<file path="config.mk">
export PLATFORM = sky130hd
export DESIGN_NAME = fifo_wr_arbiter
export DESIGN_NICKNAME = d
export VERILOG_FILES = /design/src/rtl/fifo_wr_arbiter.sv
export SDC_FILE = /design/constraint.sdc
export NUM_CORES = 1
export LEC_CHECK = 0
export BUFFER_PORTS_ARGS = -buffer_cell sky130_fd_sc_hd__buf_4
export CAP_MARGIN = 10
export CORE_UTILIZATION = 30
export CTS_CLUSTER_DIAMETER = 60
export DETAILED_ROUTE_END_ITERATION = 7
export PLACE_DENSITY = 0.68
export RECOVER_POWER = 100
export SYNTH_ARGS = -nofsm -noshare
export SYNTH_HDL_FRONTEND = slang
export SYNTH_SLANG_ARGS = --single-unit
</file>
<file path="constraint.sdc">
create_clock -name clk -period 2.2 [get_ports clk]
set_input_delay 0.66 -clock clk [delete_from_list [all_inputs] [get_ports clk]]
set_output_delay 0.66 -clock clk [all_outputs]
set_load 0.02 [all_outputs]
</file>
<file path="src/rtl/fifo_wr_arbiter.sv">
// Packet-locked round-robin arbiter sharing one FIFO write port between N_REQ
// parser channels; a grant is held until the owner's last word (or MAX_PKT words).
module fifo_wr_arbiter #(
    parameter int unsigned WIDTH   = 32,
    parameter int unsigned N_REQ   = 4,
    parameter int unsigned MAX_PKT = 64
) (
    input  logic                   clk,
    input  logic                   rst,
    input  logic [N_REQ-1:0]       req,
    input  logic [N_REQ*WIDTH-1:0] wdata,
    input  logic [N_REQ-1:0]       last,
    output logic [N_REQ-1:0]       ready,
    output logic [WIDTH-1:0]       fifo_wdata,
    output logic                   fifo_wr_en,
    input  logic                   fifo_full,
    output logic [N_REQ-1:0]       gnt,
    output logic                   err_trunc,
    output logic [15:0]            pkt_cnt
);

    localparam int unsigned IDX_W = (N_REQ > 1) ? $clog2(N_REQ) : 1;
    localparam int unsigned CNT_W = (MAX_PKT > 1) ? $clog2(MAX_PKT) : 1;
    localparam logic [CNT_W-1:0] CNT_LAST = CNT_W'(MAX_PKT - 1);
    localparam logic [IDX_W-1:0] IDX_LAST = IDX_W'(N_REQ - 1);

    typedef enum logic {
        IDLE = 1'b0,
        BUSY = 1'b1
    } state_t;

    state_t             state_q, state_d;
    logic [N_REQ-1:0]   gnt_d;
    logic [IDX_W-1:0]   owner_q, owner_d;
    logic [IDX_W-1:0]   rr_q, rr_d;
    logic [CNT_W-1:0]   count_q, count_d;
    logic               err_d;
    logic [15:0]        pkt_cnt_d;

    logic               win_found;
    logic [IDX_W-1:0]   win_idx;
    int unsigned        cand;
    logic               xfer_c;

    // First requesting channel at or above the round-robin pointer, wrapping.
    always_comb begin
        win_found = 1'b0;
        win_idx   = '0;
        cand      = 0;
        for (int unsigned i = 0; i < N_REQ; i++) begin
            cand = 32'(rr_q) + i;
            if (cand >= N_REQ) begin
                cand = cand - N_REQ;
            end
            if (!win_found && req[IDX_W'(cand)]) begin
                win_found = 1'b1;
                win_idx   = IDX_W'(cand);
            end
        end
    end

    // Write-port steering from the locked owner.
    always_comb begin
        fifo_wdata = '0;
        for (int unsigned i = 0; i < N_REQ; i++) begin
            if (owner_q == IDX_W'(i)) begin
                fifo_wdata = wdata[i*WIDTH +: WIDTH];
            end
        end
    end

    assign xfer_c     = (state_q == BUSY) && req[owner_q] && !fifo_full;
    assign fifo_wr_en = xfer_c;
    assign ready      = ((state_q == BUSY) && !fifo_full) ? gnt : '0;

    // Next-state logic: arbitrate when idle, track the packet while busy.
    always_comb begin
        state_d   = state_q;
        gnt_d     = gnt;
        owner_d   = owner_q;
        rr_d      = rr_q;
        count_d   = count_q;
        err_d     = 1'b0;
        pkt_cnt_d = pkt_cnt;
        case (state_q)
            IDLE: begin
                if (win_found) begin
                    state_d = BUSY;
                    owner_d = win_idx;
                    gnt_d   = N_REQ'(1) << win_idx;
                    count_d = '0;
                end
            end
            BUSY: begin
                if (xfer_c) begin
                    if (last[owner_q] || (count_q == CNT_LAST)) begin
                        state_d   = IDLE;
                        gnt_d     = '0;
                        pkt_cnt_d = pkt_cnt + 16'd1;
                        rr_d      = (owner_q == IDX_LAST) ? '0 : owner_q + 1'b1;
                        err_d     = !last[owner_q];
                    end else begin
                        count_d = count_q + 1'b1;
                    end
                end
            end
            default: begin
                state_d = IDLE;
                gnt_d   = '0;
            end
        endcase
    end

    always_ff @(posedge clk) begin
        if (!rst) begin
            state_q   <= IDLE;
            gnt       <= '0;
            owner_q   <= '0;
            rr_q      <= '0;
            count_q   <= '0;
            err_trunc <= 1'b0;
            pkt_cnt   <= '0;
        end else begin
            state_q   <= state_d;
            gnt       <= gnt_d;
            owner_q   <= owner_d;
            rr_q      <= rr_d;
            count_q   <= count_d;
            err_trunc <= err_d;
            pkt_cnt   <= pkt_cnt_d;
        end
    end

endmodule

</file>
### Word level (Yosys, flattened, before mapping)

Index checks and enable logic that the tools add are counted.

* output and inout bits: 58
* input bits: 139
* logic and storage cells: 96
* register bits: 32

* reductions and logical operators: 18
* bitwise logic cells: 1
* magnitude comparators: 9
* multiplexer cells: 42
* $add $sub $neg: 10
* shift-type cells: 1
* eq/ne operators: 8

Operator list (count)
* $mux 32: 4
* $mux 2: 9
* $mux 6: 3
* $add 16x1->16 const B: 1
* $mux 4: 4
* $lt 2x3->1 const B: 5
* $mux 1: 13
* $bmux 1 s2: 6
* $pmux 6 s2: 1
* $ge 3x3->1 const B: 3
* $reduce_and 3->1: 3
* $pmux 4 s2: 1
* $sub 2x1->2 const B: 4
* $add 2x2->3 const B: 2
* $add 6x1->6 const B: 1
* $eq 6x6->1 const B: 1
* $logic_and 1x1->1: 6
* $ne 2x2->1 const B: 3
* $logic_not 1->1: 5
* $eq 2x2->1 const B: 2
* $reduce_and 4->1: 1
* $shl 1x2->4 const A: 1
* $add 2x1->3 const B: 1
* $ge 2x3->1 const B: 1
* 8 further kinds: 8

### Depth between registers and ports, before layout

* depth in word-level cells: 17
* mapped depth: 7
* gate-level depth less buffers: 6

### Worst setup path before layout

Ideal clock, no wire load.

* path kind: register -> output
* from: register owner_q[1]
* to: output port fifo_wdata[0]
* cell stages (with the launch flop): 8
* required time: 1.540 ns
* buffers on the path: 2
* arrival: 1.931 ns
* slack: -0.391 ns
* path through: dfxtp_1 -> inv_1 -> ha_1 -> clkbuf_1 -> nor2b_1 -> clkbuf_1 -> a221oi_1 -> o31ai_1

* cells in the longest elaborated chain, start to end: 5
* elaborated cells between the ends (all ways): 8
* those cells by class: 3 x eq/ne; 4 x mux; 1 x reduce/logical

RTL lines
* start: declaration: RTL line 34 `logic [IDX_W-1:0] owner_q, owner_d;`
* start signal: assignment: RTL line 126 `owner_q <= owner_d;`
* $logic_not 2->1: RTL line 66 `if (owner_q == IDX_W'(i)) begin`
* $mux 32 (3 in series): RTL line 66
* $mux 32 *: RTL line 66
* end: declaration: RTL line 14 `output logic [WIDTH-1:0] fifo_wdata,`

Mark *: on every way between the ends. The rest lies on a longest branch, timed or not.

### Final worst setup path

* from: register owner_q[0]
* to: output port fifo_wdata[0]

The elaborated chain is that of the path after synthesis.

==> run_results.csv <==
group,metric,value,unit
worst_setup_path,cp_slowest_stage_delay,0.34,ns
worst_setup_path,critPathSlowestCell,"dfxtp_4",
floorplan,initial_utilization,30.8,%
worst_setup_path,critical_path.top_delay_family,"buffers and inverters",
floorplan,die_height,96.4,microns
route,ant_nets,0,
sta,clock.fmax,405,MHz
worst_setup_path,reg2regPathDepth,7,
yosys,synthesis.yosys.warnings,0,
floorplan,io_pins,197,
cells_and_area,post_layout_net_count,713,
route,routed-via-count,3737,
worst_setup_path,timing.critical_path.to_type,"output port",
yosys,synthesis.area_per_instance,7.50,sq um
grt,number_of_antenna_violations_at_the_first_check_in_global_routing,0,
placed_design,finalWeightedCongestion,0.871,
clocking,cts_max_level,2,
grt,global_route.overflow_total,0,
sta,postLayoutSetupSlackWorst,-0.269,ns
clocking,clock_tree.root_cell,"clkbuf_8",
cells_and_area,final_cell_mix,"buf_4 (182), nand2_1 (47), nor2b_1 (32)",
worst_setup_path,critical_path.startpoint_type,"flip-flop",
sta,timing.clock.skew,0.00783,ns
worst_setup_path,regToRegStartpoint,"owner_q[0]",
route,routed_wl,11.6,mm
placed_design,place.detailed.hpwl,8.50,mm
clocking,clock_latency,0.28,ns
power_and_ir_drop,share_clk_of_total_power,22.6,%
floorplan,coreArea,8680,sq um
cells_and_area,synthToLayoutAreaGrowth,91.4,%
worst_setup_path,required_time_reported_for_the_critical_path_endpoint,1.54,ns
cells_and_area,final_common_cell,"buf_4",
sta,hold_slack,0.473,ns
power_and_ir_drop,relative_contribution_of_sequential_cells_to_total_power,27.6,%
worst_setup_path,crit_path_max_fanout,15,
power_and_ir_drop,power_density,424,nW/um^2
sta,finalCritPeriodShare,112,%
grt,global_route.usage.total,22.7,%
yosys,post_synth_num_cell_types,45,
grt,wire_length_of_the_first_global_routing_pass,16.4,mm
min_path,holdPathStages,2,
yosys,post-synth-top-area-fraction,24.0,%
sta,setup_viol,33,
sta,clock_period_minus_worst_slack,2.47,ns
grt,maximum_number_of_pins_on_one_net_before_global_route_repair,34,
grt,first_global_vias,3355,
cells_and_area,antenna-diode-count,0,
route,vias_per_cell,5.53,
clocking,tritoncts_clock_tree,"yes",
floorplan,fp.dieArea,9290,sq um
route,drtPass1Iterations,5,
min_path,hold_start,"pkt_cnt[15]",
placed_design,portBuffers,196,
yosys,cell_area_after_technology_mapping,2670,sq um
run,cap_violations,0,
power_and_ir_drop,combinationalPowerShare,49.8,%
route,remaining_drc_errors,0,
floorplan,fp.dieW,96.4,microns
run_status,violated_checks,"setup timing",
floorplan,count_of_standard_cell_rows,34,
worst_setup_path,setup.worst_path.start,"owner_q[0]",
yosys,ys_seq_area_share,24.0,%
power_and_ir_drop,internal-power,1.45,mW
yosys,synth_fp_nets,501,
yosys,yosys_most_used_dff,"dfxtp_1",
worst_setup_path,critical_path.n_buffers_inverters,4,
power_and_ir_drop,max-vdd-ir-drop,274,uV
yosys,yosys.area.top_type,"dfxtp_1",
worst_setup_path,timing.critical_path.cells,"buf_6 -> ha_4 -> buf_12 -> nor2b_4 -> buf_12 -> a221oi_1 -> o31ai_2 -> buf_4",
min_path,min_path_type,"reg -> reg",
run_status,run_status,"finished with violations",
clocking,cts_sinks,32,
sta,maxSlewHeadroom,63.2,%
route,drt_iter0_drc,157,
sta,maxSlewViolCount,0,
yosys,post_synth_edffs,0,
worst_setup_path,crit_path_frequent_cell,"buf_12",
cells_and_area,filler_cell_count,771,
clocking,clkTransAtPathRegs,0.06,ns
power_and_ir_drop,total_leakage_power,2.10,nW
clocking,max-clock-path-buffers,2,
yosys,count_of_state_elements_after_synthesis,32,
route,avgRoutedWirePerCell,17.2,microns
sta,final-hold-violation-count,0,
worst_setup_path,timing_worst_setup_path_type,"reg -> out",
yosys,ys_top_cells_by_area,"dfxtp_1 (24%), o31ai_1 (12%), a221oi_1 (10%)",
sta,timing_worst_slew_pin_value,0.551,ns
cells_and_area,drive_above_1_share,49.3,%
clocking,tritoncts.num_buffers,5,
sta,tns,-7.43,ns
power_and_ir_drop,p_switching,716,uW
yosys,netlist_instances,356,
yosys,synth_async_sr_flop_share,0,%
worst_setup_path,cp.arrival,1.81,ns
clocking,hold_buffers,0,
sta,unrepaired_setup_endpoints_after_global_routing,"yes",
worst_setup_path,critical_path_cell_count,8,
power_and_ir_drop,power_switching_share,33.0,%
final timing paths:
check	to	slack [ns]
worst max register to register	pkt_cnt[15]	0.01
worst min register to register	pkt_cnt[15]	0.47
worst min-delay path	pkt_cnt[15]	0.47
worst max-delay path	fifo_wdata[0]	-0.27
state kept, by name (all words and copies together), names as in the netlist:
| register | count |
|---|---|
| pkt_cnt | 16 |
| count_q | 6 |
| gnt | 4 |
| owner_q | 2 |
| rr_q | 2 |
| err_trunc | 1 |
| state_q | 1 |
through the flow:
stage | cell area [sq um] | setup WS, ns | instances | utilization (%) | power (mW)
4_1_cts | 5190 | -0.284 | 683 | 59.8 | 2.18
6_report | 5110 | -0.269 | 676 | 58.9 | 2.17
3_5_place_dp | 4820 | -0.392 | 668 | 55.5 | 1.59
2_1_floorplan | 3010 | -0.0792 | 356 | - | 1.11
3_3_place_gp | 4820 | -0.367 | 668 | 55.5 | 1.58
5_1_grt | 5110 | -0.342 | 676 | 58.9 | 2.28
synth_stat cells, drive strengths merged (9+ instances only):
cell	instances
nand2	48
o31ai	42
nor2b	34
dfxtp	32
a221oi	31
clkbuf	28
a21oi	21
nand3	14
or4	12
o21ai	9
power groups by stage:
stage	logic, mW	clock network, mW	registers, mW
2_1_floorplan	0.488	0	0.618
3_3_place_gp	0.965	0	0.612
3_5_place_dp	0.978	0	0.612
4_1_cts	1.08	0.496	0.599
5_1_grt	1.15	0.526	0.600
6_report	1.08	0.489	0.599
repair_timing:
action	CTS	global route
endpoints found under the setup margin	33	33
gates cloned	3	1
setup buffers	5	3
resized for setup	37	8
hold endpoints to repair	0	0
pin swaps	2	7
cell type report:
class | instances | area [sq um] | area share, %
clock buffer | 7 | 96.3 | 1.88
sequential | 32 | 646 | 12.6
tap | 108 | 135 | 2.64
multi-input combinational | 286 | 2300 | 44.9
timing repair buffer | 237 | 1910 | 37.4
inverter | 6 | 27.5 | 0.538
tightest hold or removal path, cell delays in order, from the launching register on:
cell	delay (ns)
dfxtp_1	0.32
nand2_1	0.05
mux2i_1	0.05
cells by family (layout without fill, tap and decap cells):
group	count (synthesis)	in the layout	share of synthesized area, %
and+or+nand+nor	150	151	30.3
AOI/OAI and AO/OA	124	124	34.1
buffers and inverters	39	250	6.00
DFF	32	32	24.0
adders and majority gates	6	6	2.81
muxes	5	5	2.81
metal layers:
layer	share of wire (%)	GRT usage, %
met4	0.98	5.02
met5	0	0
met1	38	27.3
met3	7.3	3.95
met2	53	41.8
(Power assumes the default switching activity.)
